<file path="src/rtl/regfile_pkg.sv">
// regfile_pkg: shared defaults and width helpers for the scoreboarded register file.
//   XLEN_DEF / NREGS_DEF / NREAD_DEF : default geometry
//   clog2()                          : ceiling log2 for constant width derivation
//   addr_w()                         : register address width for a given depth
package regfile_pkg;

    localparam int XLEN_DEF  = 32;
    localparam int NREGS_DEF = 32;
    localparam int NREAD_DEF = 2;

    function automatic int clog2(input int value);
        int r;
        r = 0;
        while ((1 << r) < value) r++;
        return r;
    endfunction

    function automatic int addr_w(input int nregs);
        return (nregs < 2) ? 1 : clog2(nregs);
    endfunction

endpackage

</file>
<file path="src/rtl/rf_read_port.sv">
// rf_read_port: one combinational read port of the register file.
//   addr     : register to read
//   regs     : full storage array
//   busy_vec : per-register busy bits
//   we/rd/wdata : writeback this cycle, forwarded to a matching read
//   data     : read value (x0 reads zero, writeback bypassed)
//   hazard   : register has a reservation not satisfied by this cycle's writeback
module rf_read_port
    import regfile_pkg::*;
#(
    parameter int XLEN  = XLEN_DEF,
    parameter int NREGS = NREGS_DEF,
    parameter int AW    = addr_w(NREGS)
) (
    input  logic [AW-1:0]                addr,
    input  logic [NREGS-1:0][XLEN-1:0]   regs,
    input  logic [NREGS-1:0]             busy_vec,
    input  logic                         we,
    input  logic [AW-1:0]                rd,
    input  logic [XLEN-1:0]              wdata,
    output logic [XLEN-1:0]              data,
    output logic                         hazard
);

    logic nonzero;
    logic wr_hit;

    always_comb begin
        nonzero = (addr != '0);
        wr_hit  = we && (rd == addr);
        data    = regs[addr];
        if (wr_hit) data = wdata;
        if (!nonzero) data = '0;
        // The writeback in flight satisfies the reservation, so it is not a hazard.
        hazard  = busy_vec[addr] & ~wr_hit & nonzero;
    end

endmodule

</file>
<file path="src/rtl/regfile_sb.sv">
// regfile_sb: parametrised register file with write-to-read bypass and
// per-register busy bits for RAW hazard detection.
//   clk, rst        : clock, synchronous active-low reset
//   rs_addr/rs_data : NREAD combinational read ports (flattened)
//   rs_busy         : per-port outstanding-reservation flag
//   we/rd/wdata     : writeback; also clears busy[rd]
//   rsv_en/rsv_rd   : reserve a destination (set busy)
//   flush           : clear all busy bits (same-cycle reserve still applies)
//   busy_cnt        : registered count of busy registers
module regfile_sb
    import regfile_pkg::*;
#(
    parameter int XLEN  = XLEN_DEF,
    parameter int NREGS = NREGS_DEF,
    parameter int NREAD = NREAD_DEF,
    parameter int AW    = addr_w(NREGS),
    parameter int CW    = clog2(NREGS + 1)
) (
    input  logic                    clk,
    input  logic                    rst,
    input  logic [NREAD*AW-1:0]     rs_addr,
    output logic [NREAD*XLEN-1:0]   rs_data,
    output logic [NREAD-1:0]        rs_busy,
    input  logic                    we,
    input  logic [AW-1:0]           rd,
    input  logic [XLEN-1:0]         wdata,
    input  logic                    rsv_en,
    input  logic [AW-1:0]           rsv_rd,
    input  logic                    flush,
    output logic [CW-1:0]           busy_cnt
);

    logic [NREGS-1:0][XLEN-1:0] regs;
    logic [NREGS-1:0]           busy;
    logic [NREGS-1:0]           busy_nxt;
    logic [CW-1:0]              cnt_nxt;
    logic                       wr_clr;
    logic                       rsv_set;
    logic                       cnt_inc;
    logic                       cnt_dec;

    assign wr_clr  = we && (rd != '0);
    assign rsv_set = rsv_en && (rsv_rd != '0);

    // Busy vector and count update. Reserve is applied last so it wins over
    // a same-register writeback and survives a flush.
    always_comb begin
        busy_nxt = flush ? '0 : busy;
        if (wr_clr)  busy_nxt[rd]     = 1'b0;
        if (rsv_set) busy_nxt[rsv_rd] = 1'b1;

        cnt_inc = rsv_set && !busy[rsv_rd];
        // A cleared bit that is re-reserved the same cycle nets to no change.
        cnt_dec = wr_clr && busy[rd] && !(rsv_set && (rsv_rd == rd));

        if (flush)
            cnt_nxt = rsv_set ? CW'(1) : '0;
        else
            cnt_nxt = busy_cnt + CW'(cnt_inc) - CW'(cnt_dec);
    end

    always_ff @(posedge clk) begin
        if (!rst) begin
            regs     <= '0;
            busy     <= '0;
            busy_cnt <= '0;
        end else begin
            if (wr_clr) regs[rd] <= wdata;
            busy     <= busy_nxt;
            busy_cnt <= cnt_nxt;
        end
    end

    for (genvar p = 0; p < NREAD; p++) begin : g_rport
        rf_read_port #(
            .XLEN  (XLEN),
            .NREGS (NREGS),
            .AW    (AW)
        ) u_rport (
            .addr     (rs_addr[p*AW +: AW]),
            .regs     (regs),
            .busy_vec (busy),
            .we       (we),
            .rd       (rd),
            .wdata    (wdata),
            .data     (rs_data[p*XLEN +: XLEN]),
            .hazard   (rs_busy[p])
        );
    end

endmodule
</file>
<file path="config.mk">
export PLATFORM = sky130hd
export DESIGN_NAME = regfile_sb
export DESIGN_NICKNAME = d
export VERILOG_FILES = /design/src/rtl/regfile_pkg.sv /design/src/rtl/rf_read_port.sv /design/src/rtl/regfile_sb.sv
export SDC_FILE = /design/constraint.sdc
export NUM_CORES = 2
export LEC_CHECK = 0
export CAP_MARGIN = 10
export CORE_MARGIN = 1
export CORE_UTILIZATION = 50
export DETAILED_ROUTE_END_ITERATION = 10
export PLACE_DENSITY = 0.68
export SKIP_LAST_GASP = 1
export SYNTH_ARGS = -nofsm -noshare
export SYNTH_HDL_FRONTEND = slang
export SYNTH_HIERARCHICAL = 1
export SYNTH_SLANG_ARGS = --single-unit
</file>
<file path="constraint.sdc">
create_clock -name clk -period 6.5 [get_ports clk]
set_clock_uncertainty 0.15 [all_clocks]
set_input_delay 0.65 -clock clk [delete_from_list [all_inputs] [get_ports clk]]
set_output_delay 0.65 -clock clk [all_outputs]
set_load 0.1 [all_outputs]
</file>
==> metrics.txt <==
outcome=finished clean; clock root cell=clkbuf_16; Static Leak=21.0 nW; H-tree Lvls=3; Post-CTS Hold Buffers=0; RR Endpoint=busy_cnt[5]$_SDFF_PP0_; Num CTS Buffers=114; Top delay family on crit path=buffers and inverters; Post-Syn Instances=roughly 6300; Post-synth EDFFs=0; detailed-route via count=just over 50000; number of clock sinks=1062; CP max-delay cell=clkdlybuf4s50_1; Max stage delay on crit path=approximately 1100 ps; DRC Markers=0; critical path's most frequent cell=buf_4; initial antenna violation count=9; GRT Overall Usage=37.3%; post-synthesis cell area=just under 60000 sq um; sequential area share after synthesis=a little over a third; WHS Path Cells=2; Pre-antenna DRT Iters=8; list of most frequent post-synthesis cells=nand2_1 (2086), dfxtp_1 (1062), a21boi_0 (656); most frequent cell after synthesis=nand2_1; initial DRC count=between 7000 and 8000; RSZ-0062 raised after global routing=no; Maximum Capacitance Violations=0; PD cells=about 240 nW/um^2; antenna violation net count after detailed routing=0; Hold Path Class=flip-flop to flip-flop; min cycle time layout=~5100 ps; GP Congestion=between 0.9 and 1; core area=115000 sq um; WHS Endpoint=regs[51]$_SDFFE_PN0P_; Final Cycle Share=between 70% and 80%; fin. max-slew vios=0; DR vias/cell=about 6.7; flop2flop setup slack=approximately 3300 ps; post-synthesis cell type with the largest combined area=dfxtp_1; Worst-Margin Slew=1370 ps; post-CTS sizing=0; Synth cell types=just over 70; Routed WL per cell=between 20 and 30 um; DP Cell Count=7511; Die W=between 300 and 400 um; die height=between 300 and 400 um; Top FF cell, synth=dfxtp_1; crit-path cells=clkdlybuf4s50_1, buf_4, xnor2_2, nand4_2, o21ai_2, nor3_1, a221o_1, buf_4; fin area=63500 sq um; Setup CP Type=input port to output pin; Max Clk Rate=slightly below 200 MHz; number of port buffers=~130; Placed Area=about 60000 sq um; Post-CTS Setup Inserts=0; Clock Tree Buf Depth=3; normalized max-slew margin=under 10%; clk_lat worst skew=730 ps; fin cells=7715; CP Max Fanout=16; crit path buf inv count=3; vias in the first global route=48600; layout cells sized above 1=about 16%; CTS tree=built; Reg2Reg Depth=12; die footprint=118000 sq um; HPWL after DPL=135000 um; Setup violations, final=0; signal arrival time at the worst endpoint=4260 ps; Synth Warn #=6; hold path startpoint=regs[51]$_SDFFE_PN0P_; Startpoint Class=input port; Setup TNS=0 ps; clock-pin slew on the worst setup and hold paths=60 ps; Avg Synthesized Cell Area=about 9.2 sq um; VDD IR-drop max=0.000239 V; Initial Util=between 50% and 60%; CP endpoint kind=output pin; row cnt=around 120; post-synthesis async set-or-reset flop share=0%; CP required=about 5700 ps; Syn Nets=about 6400; fin nets=6179; Final Hold Viols=0; synth top area cells=dfxtp_1 (37%), mux4_2 (16%), nand2_1 (13%); IO Pins=around 130; #FFs+latches synth=about 1100; worst r2r src=busy[6]$_SDFF_PN0_; largest net degree at the start of global routing=~290; first-pass GRT wire length=between 300000 and 400000 um; Post-Route WL=about 220000 um; Synth top area share=between 30% and 40%; GRT overflow=0; Area Growth Syn to Fin=9.33%
==> stage by stage <==
step / worst slack (ps) / utilization, % / power, mW / hold WS [ps]
after floorplan: 2410 / - / 7.98 / 291
after global routing: 1400 / 55.3 / 15.7 / 328
after global placement: 1650 / 51.9 / 8.55 / 297
final: 1440 / 55.3 / 15.4 / 314
after CTS: 1630 / 55.3 / 15.4 / 316
after detailed placement: 1630 / 51.9 / 8.55 / 307
==> kinds of logic after synthesis <==
family	synth area share (%)
XOR/XNOR	0.312
adder cells (fa/ha/maj)	0.164
AND/OR/NAND/NOR	16.4
AO/OA/AOI/OAI	20.0
multiplexers	21.0
buffers and inverters	5.49
flip-flops	36.6
==> cells in the final DEF (no fill, tap or decap), types with 66 or more instances in the layout <==
cell type  synthesis  layout
nand2_1         2086    2057
dfxtp_1         1062    1062
a21boi_0         656     656
mux4_2           401     401
a21boi_1         337     337
mux2i_1          253     253
buf_4             64     228
clkbuf_16          0     115
a221oi_1          74      74
a22oi_1           71      71
a221o_1           66      66
==> power by group <==
part           switching [mW]  total, mW  internal [mW]
sequential             0.0384       6.60           6.56
clock                    2.87       6.93           4.06
combinational            1.32       1.87          0.551
total                    4.23       15.4           11.2
==> final cells by class <==
cell class	count	area [sq um]
Tap cell	1512	1890
Fill cell	10200	51300
Sequential cell	1062	21300
Timing Repair Buffer	300	2530
Clock inverter	38	606
Clock buffer	162	3320
Inverter	14	52.6
Multi-Input combinational cell	4623	33800
Antenna cell	4	10.0
==> worst max path at each step <==
stage | endpoint | start | cells past startpoint | slack, ps
3_3_place_gp | busy_cnt[4]$_SDFF_PP0_ | rd[3] | 15 | 1650
5_1_grt | rs_data[27] | rd[0] | 8 | 1400
2_1_floorplan | rs_busy[0] | rs_addr[2] | 8 | 2410
4_1_cts | rs_data[27] | rd[0] | 8 | 1630
3_5_place_dp | rs_data[27] | rd[0] | 8 | 1630
6_report | rs_data[27] | rd[0] | 8 | 1440
==> registers in the layout (all words and copies together) (netlist names) <==
name,flops
regs,1024
busy,32
busy_cnt,6
==> worst min-delay path, delay by kind of cell, from the launching register on <==
family	cells	cell delay, ps
compound gates	1	50
flops	1	310
simple gates	1	50
==> routing by layer <==
metal  share of wire (%)  GRT usage, %  vias to the layer above  wire length (um)
li1                    -             -                    21900                 -
met1                  38          48.7                    25400             84300
met2                  43          55.2                     3416             96300
met3                  13          10.5                      776             28700
met4                 6.3          21.1                       10             14000
met5               0.030             0                        -                68
No activity file was read; power rests on OpenSTA's default activity.
